## src/rtl/imem_loader_if.sv

```systemverilog
// rtl/imem_loader_if.sv - byte-stream input and instruction-memory write port of imem_loader
interface imem_loader_if #(
    parameter int INSTR_WIDTH   = 32,
    parameter int ADDRESS_WIDTH = 32
);
    logic                     byte_valid;
    logic [7:0]               byte_data;
    logic                     byte_ready;
    logic                     wr_en;
    logic [ADDRESS_WIDTH-1:0] wr_addr;
    logic [INSTR_WIDTH-1:0]   wr_data;

    modport master (
        output byte_valid, byte_data,
        input  byte_ready, wr_en, wr_addr, wr_data
    );

    modport slave (
        input  byte_valid, byte_data,
        output byte_ready, wr_en, wr_addr, wr_data
    );
endinterface

```

## src/rtl/imem_loader.sv

```systemverilog
// rtl/imem_loader.sv - loads a length-prefixed byte stream into instruction memory, holds CPU until done
// Optional trailing XOR checksum byte enabled by IMEM_LOADER_CHECKSUM_EN.
module imem_loader #(
    parameter int INSTR_WIDTH   = 32,
    parameter int ADDRESS_WIDTH = 32,
    parameter int LENGTH        = 64
) (
    input  logic          clk,
    input  logic          rst_n,
    input  logic          restart,
    imem_loader_if.slave  bus,
    output logic          cpu_hold,
    output logic          load_done,
    output logic          load_error
);
    typedef enum logic [2:0] {
        IDLE, LEN_LO, LEN_HI, DATA, WRITE, DONE, ERROR
`ifdef IMEM_LOADER_CHECKSUM_EN
        , CSUM
`endif
    } state_t;

    localparam logic [15:0] LEN_MAX = 16'(LENGTH);

    state_t      state;
    logic [7:0]  len_lo;
    logic [15:0] n_words;
    logic [15:0] word_idx;
    logic [1:0]  byte_cnt;
    logic [23:0] part;
    logic [15:0] hdr_len;
    logic        xfer;
`ifdef IMEM_LOADER_CHECKSUM_EN
    logic [7:0]  csum;
`endif

    always_comb begin
        bus.byte_ready = 1'b0;
        case (state)
            LEN_LO, LEN_HI, DATA: bus.byte_ready = 1'b1;
`ifdef IMEM_LOADER_CHECKSUM_EN
            CSUM:                 bus.byte_ready = 1'b1;
`endif
            default:              bus.byte_ready = 1'b0;
        endcase
    end

    assign xfer    = bus.byte_valid && bus.byte_ready;
    assign hdr_len = {bus.byte_data, len_lo};

    always_ff @(posedge clk or negedge rst_n) begin
        if (!rst_n) begin
            state       <= IDLE;
            bus.wr_en   <= 1'b0;
            bus.wr_addr <= '0;
            bus.wr_data <= '0;
            load_done   <= 1'b0;
            load_error  <= 1'b0;
            cpu_hold    <= 1'b1;
            len_lo      <= '0;
            n_words     <= '0;
            word_idx    <= '0;
            byte_cnt    <= '0;
            part        <= '0;
`ifdef IMEM_LOADER_CHECKSUM_EN
            csum        <= '0;
`endif
        end else if (restart) begin
            // Abort wins over everything; already-written memory is left as is.
            state      <= IDLE;
            bus.wr_en  <= 1'b0;
            load_done  <= 1'b0;
            load_error <= 1'b0;
            cpu_hold   <= 1'b1;
            len_lo     <= '0;
            n_words    <= '0;
            word_idx   <= '0;
            byte_cnt   <= '0;
            part       <= '0;
`ifdef IMEM_LOADER_CHECKSUM_EN
            csum       <= '0;
`endif
        end else begin
            bus.wr_en <= 1'b0;
            case (state)
                IDLE: begin
                    state    <= LEN_LO;
                    word_idx <= '0;
                    byte_cnt <= '0;
                    part     <= '0;
`ifdef IMEM_LOADER_CHECKSUM_EN
                    csum     <= '0;
`endif
                end
                LEN_LO: if (xfer) begin
                    len_lo <= bus.byte_data;
                    state  <= LEN_HI;
                end
                LEN_HI: if (xfer) begin
                    n_words <= hdr_len;
                    if (hdr_len > LEN_MAX) begin
                        state      <= ERROR;
                        load_error <= 1'b1;
                    end else if (hdr_len == 16'd0) begin
`ifdef IMEM_LOADER_CHECKSUM_EN
                        state     <= CSUM;
`else
                        state     <= DONE;
                        load_done <= 1'b1;
                        cpu_hold  <= 1'b0;
`endif
                    end else begin
                        state <= DATA;
                    end
                end
                DATA: if (xfer) begin
`ifdef IMEM_LOADER_CHECKSUM_EN
                    csum <= csum ^ bus.byte_data;
`endif
                    byte_cnt <= byte_cnt + 2'd1;
                    // Bytes arrive LSB first, so each new byte enters at the top of the shifter.
                    if (byte_cnt == 2'd3) begin
                        bus.wr_en   <= 1'b1;
                        bus.wr_addr <= ADDRESS_WIDTH'({word_idx, 2'b00});
                        bus.wr_data <= INSTR_WIDTH'({bus.byte_data, part});
                        state       <= WRITE;
                    end else begin
                        part <= {bus.byte_data, part[23:8]};
                    end
                end
                WRITE: begin
                    word_idx <= word_idx + 16'd1;
                    if (word_idx + 16'd1 == n_words) begin
`ifdef IMEM_LOADER_CHECKSUM_EN
                        state     <= CSUM;
`else
                        state     <= DONE;
                        load_done <= 1'b1;
                        cpu_hold  <= 1'b0;
`endif
                    end else begin
                        state <= DATA;
                    end
                end
`ifdef IMEM_LOADER_CHECKSUM_EN
                CSUM: if (xfer) begin
                    if (bus.byte_data == csum) begin
                        state     <= DONE;
                        load_done <= 1'b1;
                        cpu_hold  <= 1'b0;
                    end else begin
                        state      <= ERROR;
                        load_error <= 1'b1;
                    end
                end
`endif
                DONE, ERROR: state <= state;
                default:     state <= IDLE;
            endcase
        end
    end
endmodule

```

## src/flat_wrapper.sv

```systemverilog
// flat-port wrapper written by rule: the top's interface ports become plain ports
module imem_loader_flat 
#(
    parameter int INSTR_WIDTH   = 32,
    parameter int ADDRESS_WIDTH = 32,
    parameter int LENGTH        = 64
)
  (clk, rst_n, restart, cpu_hold, load_done, load_error, bus_byte_valid, bus_byte_data, bus_byte_ready, bus_wr_en, bus_wr_addr, bus_wr_data);
  imem_loader_if #(.INSTR_WIDTH(INSTR_WIDTH), .ADDRESS_WIDTH(ADDRESS_WIDTH)) bus_i ();
  input  logic clk;
  input  logic rst_n;
  input  logic restart;
  output logic cpu_hold;
  output logic load_done;
  output logic load_error;
  input wire logic [$bits(bus_i.byte_valid)-1:0] bus_byte_valid;
  input wire logic [$bits(bus_i.byte_data)-1:0] bus_byte_data;
  output wire logic [$bits(bus_i.byte_ready)-1:0] bus_byte_ready;
  output wire logic [$bits(bus_i.wr_en)-1:0] bus_wr_en;
  output wire logic [$bits(bus_i.wr_addr)-1:0] bus_wr_addr;
  output wire logic [$bits(bus_i.wr_data)-1:0] bus_wr_data;
  assign bus_i.byte_valid = bus_byte_valid;
  assign bus_i.byte_data = bus_byte_data;
  assign bus_byte_ready = bus_i.byte_ready;
  assign bus_wr_en = bus_i.wr_en;
  assign bus_wr_addr = bus_i.wr_addr;
  assign bus_wr_data = bus_i.wr_data;
  imem_loader #(.INSTR_WIDTH(INSTR_WIDTH), .ADDRESS_WIDTH(ADDRESS_WIDTH), .LENGTH(LENGTH)) u_core (.clk(clk), .rst_n(rst_n), .restart(restart), .bus(bus_i), .cpu_hold(cpu_hold), .load_done(load_done), .load_error(load_error));
endmodule
```

## config.mk

```make
export PLATFORM = sky130hd
export DESIGN_NAME = imem_loader_flat
export DESIGN_NICKNAME = d
export VERILOG_FILES = /design/src/rtl/imem_loader_if.sv /design/src/rtl/imem_loader.sv /design/src/flat_wrapper.sv
export SDC_FILE = /design/constraint.sdc
export NUM_CORES = 1
export LEC_CHECK = 0
export ABC_AREA = 1
export BUFFER_PORTS_ARGS = -buffer_cell sky130_fd_sc_hd__buf_2
export CORE_MARGIN = 2
export CORE_UTILIZATION = 57
export CTS_BUF_LIST = sky130_fd_sc_hd__clkbuf_8 sky130_fd_sc_hd__clkbuf_16
export DETAILED_ROUTE_END_ITERATION = 12
export PLACE_DENSITY = 0.79
export SLEW_MARGIN = 15
export SYNTH_ARGS = -nofsm -noshare
export SYNTH_HDL_FRONTEND = slang
export SYNTH_SLANG_ARGS = --single-unit
```

## constraint.sdc

```tcl
create_clock -name clk -period 2.3 [get_ports clk]
set_clock_uncertainty 0.2 [all_clocks]
set_input_delay 0.46 -clock clk [delete_from_list [all_inputs] [get_ports clk]]
set_output_delay 0.46 -clock clk [all_outputs]
set_load 0.05 [all_outputs]
```

Word level (Yosys, flattened, before mapping) --
Index checks and enable logic that the tools add are counted.
Storage, ports and cells: bits in read-only memories 0, output and inout bits 69, bits of input ports 12, register bits 121, memories kept 0, bits in writable memories 0, bits in latches 0
Operators by class: bitwise gates (word level) 1, add/sub/neg operators 2, mux-type cells 45, shift-type cells 0, equal/unequal tests 17, order comparisons 1, $mul 0, divide/modulo/power cells 0, reduce and logical (&&, ||, !) cells 20
Operator list (count):
- $mux W24 | 3
- $mux W16 | 4
- $pmux W24 S2 | 1
- $pmux W16 S2 | 1
- $mux W3 | 8
- $mux W8 | 3
- $mux W1 | 19
- $ne A3 B2 Y1 const B | 6
- $pmux W3 S6 | 1
- $add A16 B1 Y16 const B | 1
- $eq A16 B16 Y1 | 1
- $gt A16 B7 Y1 const B | 1
- $logic_not A16 Y1 | 1
- $reduce_and A5 Y1 | 2
- $eq A3 B3 Y1 const B | 3
- $reduce_bool A3 Y1 | 3
- $reduce_bool A2 Y1 | 4
- $eq A3 B2 Y1 const B | 2
- $ne A3 B3 Y1 const B | 2
- $reduce_and A2 Y1 | 3
- $reduce_and A3 Y1 | 2
- $mux W2 | 2
- $pmux W1 S2 | 2
- $pmux W2 S2 | 1
- other kinds (10) | 10

Longest topological paths before layout --
word-level depth 7, gate-level depth with buffers 16, gate-level depth less buffers 15

Worst setup path before layout --
Ideal clock, no wire load.
path kind reg-to-reg, start point reg u_core.state[1], end point reg u_core.part[0], clock period less this slack 2.192 ns, arrival 1.860 ns, setup slack 0.108 ns, cell stages (with the launch flop) 9, setup time 0.133 ns, required time 1.967 ns, buffers on the path 1, cell sequence dfrtp_1 -> nor2_1 -> nor2_2 -> nand2_1 -> nand2_1 -> o22ai_2 -> a21oi_2 -> buf_2 -> o22ai_1
Between the ends: longest elaborated chain between the ends 6, elaborated cells on any way between the ends 13
Ends and longest elaborated chain:
- start: declaration | RTL line imem_loader.sv:25 | state_t state;
- start signal: assignment | RTL line imem_loader.sv:157 | DONE, ERROR: state <= state;
- $eq A3 B1 Y1 or $eq A3 B2 Y1 (tied branches) | RTL line imem_loader.sv:39 | case (state)
- $reduce_or A3 Y1 * | RTL line imem_loader.sv:39
- $mux W1 * | RTL line imem_loader.sv:39
- via bus_byte_ready | RTL line flat_wrapper.sv:18 | output wire logic [$bits(bus_i.byte_ready)-1:0] bus_byte_ready;
- $logic_and A1 B1 Y1 * | RTL line imem_loader.sv:48 | assign xfer = bus.byte_valid && bus.byte_ready;
- $ne A3 B2 Y1 (no line) *
- $reduce_and A3 Y1 (no line) *
- end signal: assignment | RTL line imem_loader.sv:128 | part <= {bus.byte_data, part[23:8]};
- end: declaration | RTL line imem_loader.sv:30 | logic [23:0] part;
Mark *: on every way through the listed nets, which the timed path passes. The rest lies on a longest branch. A chain may end at the register's enable or synchronous reset.

Final worst setup path --
start point reg u_core.word_idx[1], end point reg u_core.load_done
Between the ends: longest elaborated chain between the ends 4
Ends and longest elaborated chain:
- start: declaration | RTL line imem_loader.sv:28 | logic [15:0] word_idx;
- start signal: assignment | RTL line imem_loader.sv:132 | word_idx <= word_idx + 16'd1;
- $add A16 B1 Y16 | RTL line imem_loader.sv:133 | if (word_idx + 16'd1 == n_words) begin
- $eq A16 B16 Y1 | RTL line imem_loader.sv:133
- $ne A3 B2 Y1 (no line)
- $reduce_and A5 Y1 (no line)
- end signal: assignment | RTL line imem_loader.sv:72 | load_done <= 1'b0;
- end signal: assignment | RTL line imem_loader.sv:109 | load_done <= 1'b1;
- end signal: assignment | RTL line imem_loader.sv:138 | load_done <= 1'b1;
- end: declaration | RTL line imem_loader.sv:13 | output logic load_done,
No other way between the ends.

==> metrics.md <==
| Metric | Value |
|---|---|
| P_int | `between 4000 and 5000 uW` |
| Dpl hpwl | `around 9100 um` |
| Num CTS Buffers | `17` |
| Gate Count Post-Synth | `642` |
| Area leader, netlist | `dfrtp_1` |
| RSZ-0062 raised after global routing | `false` |
| Arr. time, crit path | `2380 ps` |
| Layout area overhead | `19.0%` |
| I/O pin count | `81` |
| Startpoint type of the worst setup path | `flop` |
| Via density | `5.39` |
| Final std cells w/o fill | `859` |
| Routed wire per std cell | `15.4 um` |
| P per Cell Area | `887 nW/um2` |
| CTS tree | `done` |
| Total negative slack | `0 ps` |
| Ys Warns | `0` |
| Reg2reg end | `u_core.load_done$_DFFE_PN0P_` |
| H-Tree Depth | `4` |
| Worst path required time | `2530 ps` |
| Launching point of the worst reg2reg path | `u_core.word_idx[1]$_DFFE_PN0P_` |
| Sequential-to-total area share from yosys stat | `53.3%` |
| Vias in the first global route | `4,518` |
| CTS sink count | `121` |
| CP Capture Type | `flop` |
| Core area | `9730 um2` |
| CTS Root Buffer Type | `clkbuf_8` |
| Hold WC Path Type | `input pin to flop` |
| FILL cells | `757` |
| Switching pwr | `1760 uW` |
| Clk slew on worst S/H paths | `60 ps` |
| Fin area | `6770 um2` |
| Number of synthesized register bits | `roughly 120` |
| Global Route Usage Sum | `25.7%` |
| Top-area cell type share of the netlist area | `52.8%` |
| Die H | `~100 um` |
| Count of cell types in the netlist | `35` |
| Period utilization | `roughly 94%` |
| Initial DRC Count | `roughly 300` |
| Full die area | `10,800 um2` |
| Max_cap viols | `0` |
| Netlist Area Pre-Place | `5680 um2` |
| CP max FO | `5` |
| CP startpoint | `u_core.word_idx[1]$_DFFE_PN0P_` |
| Leakage | `0.00328 uW` |
| RD Place Congestion | `0.913` |
| Crit path to | `u_core.load_done$_DFFE_PN0P_` |
| Diodes inserted | `0` |
| CTS max path bufs | `2` |
| Multi-input logic area | `2140 um2` |
| # port buffers | `64` |
| Die width | `104 um` |
| Register-to-Register Path Depth | `14` |
| Storage cell area | `3030 um2` |
| First-pass GRT wire length | `22,000 um` |
| Largest cells by area after synthesis | `dfrtp_1 (53%), nand2_1 (10%), o21a_1 (6.1%)` |
| Insertion delay to the later sink of the worst-skew pair | `530 ps` |
| Net Sw Frac | `between 20% and 30%` |
| Post-place instance area | `between 6000 and 7000 um2` |
| Comb pwr share | `between 15 and 20%` |
| Routed wire length | `13,200 um` |
| Final setup viols | `0` |
| Status | `finished, final reports clean` |
| Inst Count DP | `826` |
| F_max | `465 MHz` |
| VDD IR-drop max | `between 500 and 600 uV` |
| Critical path class | `flop to flop` |
| Total congestion overflow | `0` |
| Drt first pass iters | `5` |
| Vias post-DR | `~4,600` |
| Hold Fails Final Rpt | `0` |
| Flop2flop setup slack | `150 ps` |
| Pin count of the biggest net entering global routing | `79` |
| Register share of total power | `37.9%` |
| Num rows | `36` |
| Post-Syn Area per Cell | `slightly below 9 um2` |
| Clock share of power | `between 40 and 50%` |
| Period minus WS final | `2150 ps` |
| # DRC | `0` |
| Share of cells above drive strength 1 | `19.4%` |
| Initial Util | `58.4%` |
| Initial antenna violation count | `0` |
| Hold_ws | `63.2 ps` |
| Fin nets | `727` |
| Final ANT Viol Nets | `0` |
| Fin. max-slew vios | `0` |
## state kept, by name (all words and copies together) (netlist names)
| signal | count |
|---|---|
| u_core.bus.wr_data | 32 |
| u_core.part | 24 |
| u_core.bus.wr_addr | 16 |
| u_core.n_words | 16 |
| u_core.word_idx | 16 |
| u_core.len_lo | 8 |
| u_core.state | 3 |
| u_core.byte_cnt | 2 |
| u_core.bus.wr_en | 1 |
| u_core.cpu_hold | 1 |
| u_core.load_done | 1 |
| u_core.load_error | 1 |
## synthesized netlist by cell type (all sizes together)
cell type and instances:
dfstp 1, o22ai 44, nand3 40, o21a 46, inv 89, a211oi 1, xnor2 1, xor2 4
conb 1, a22o 1, mux2 2, nand2 164, clkbuf 6, ha 2, buf 31, nand4 7
nor2 43, bufinv 1, a21oi 6, nor3 2, a32o 1, dfrtp 120, nor4 1, o21ai 28
## cell usage in the layout (no fill, tap or decap), types with 3 or more instances in the layout
master / n
a21oi_1: 5
buf_12: 4
buf_2: 63
buf_4: 6
bufinv_16: 5
clkbuf_16: 16
clkinvlp_4: 3
conb_1: 16
dfrtp_1: 118
inv_1: 85
inv_2: 4
inv_6: 3
nand2_1: 157
nand2_2: 6
nand3_1: 37
nand4_1: 7
nor2_1: 30
nor2_2: 5
nor2_4: 8
o21a_1: 46
o21ai_0: 25
o21ai_1: 3
o22ai_1: 43
xor2_1: 4
## power groups by stage
stage / logic, uW / clock network [uW] / registers (uW)
CTS: 956 / 2780 / 2270
global placement: 931 / 0 / 2300
floorplan: 642 / 0 / 2350
global route: 1050 / 2880 / 2280
finish: 965 / 2760 / 2270
detailed placement: 944 / 0 / 2310
## layout make-up
type	count	share of cell area, %
Timing Repair Buffer	74	6.66
Clock inverter	15	2.96
Clock buffer	17	6.12
Tap cell	133	2.46
Inverter	90	5.42
Multi-Input combinational cell	409	31.6
Sequential cell	121	44.8
## metrics by stage
step	utilization [%]	power (uW)	setup WS [ps]
6_report	69.5	6000	149
5_1_grt	69.5	6210	13.5
4_1_cts	69.3	6010	7.09
3_5_place_dp	62.8	3250	22.0
3_3_place_gp	62.8	3230	117
2_1_floorplan	-	2990	108
## worst max-delay path, stage by stage, from the launching register on
cell and delay (ps):
dfrtp_2 410, ha_2 240, nand3_4 120, nor2_4 190, nand4_1 140, nand3_1 120, nand2_1 60, inv_1 50
nand2_1 80, nor2_4 130, nand3_2 90, nand2_2 80, nand2_2 50, nand2_1 60, nand2_1 40
## timing repair
| action | CTS | global route |
|---|---|---|
| setup buffers | 0 | 0 |
| hold buffers | 1 | 0 |
| setup endpoints to repair | 0 | 4 |
| resized for setup | 0 | 9 |
| endpoints found under the hold margin | 120 | 0 |
## cells by family (layout without fill, tap and decap cells)
family	after synthesis	in the layout	synth area share, %
xor+xnor	5	5	0.770
simple gates	257	257	19.9
other cells	1	16	0.0660
flops	121	121	53.3
compound gates	127	127	14.5
mux	2	2	0.396
buf+inv	127	196	10.6
fa+ha+maj	2	2	0.440
## layer usage
layer | track usage (%) | part of all wire, %
met5 | 0 | 0
met4 | 12.0 | 2.6
met3 | 5.64 | 5.7
met2 | 40.6 | 47
met1 | 34.1 | 45
## worst min path at each step
| stage | cells after the start | endpoint | start | slack [ps] |
|---|---|---|---|---|
| after CTS | 3 | u_core.len_lo[7]$_DFFE_PN0P_ | bus_byte_data[7] | 50 |
| after global routing | 3 | u_core.len_lo[7]$_DFFE_PN0P_ | bus_byte_data[7] | 80 |
| after floorplan | 0 | u_core.bus.wr_addr[10]$_DFFE_PN0P_ | rst_n | -40 |
| final | 3 | u_core.part[20]$_DFFE_PN0P_ | bus_byte_data[4] | 60 |
| after global placement | 2 | u_core.cpu_hold$_DFFE_PN1P_ | u_core.cpu_hold$_DFFE_PN1P_ | 250 |
| after detailed placement | 2 | u_core.load_done$_DFFE_PN0P_ | u_core.load_done$_DFFE_PN0P_ | 260 |
Power figures use the tool's default switching activity.
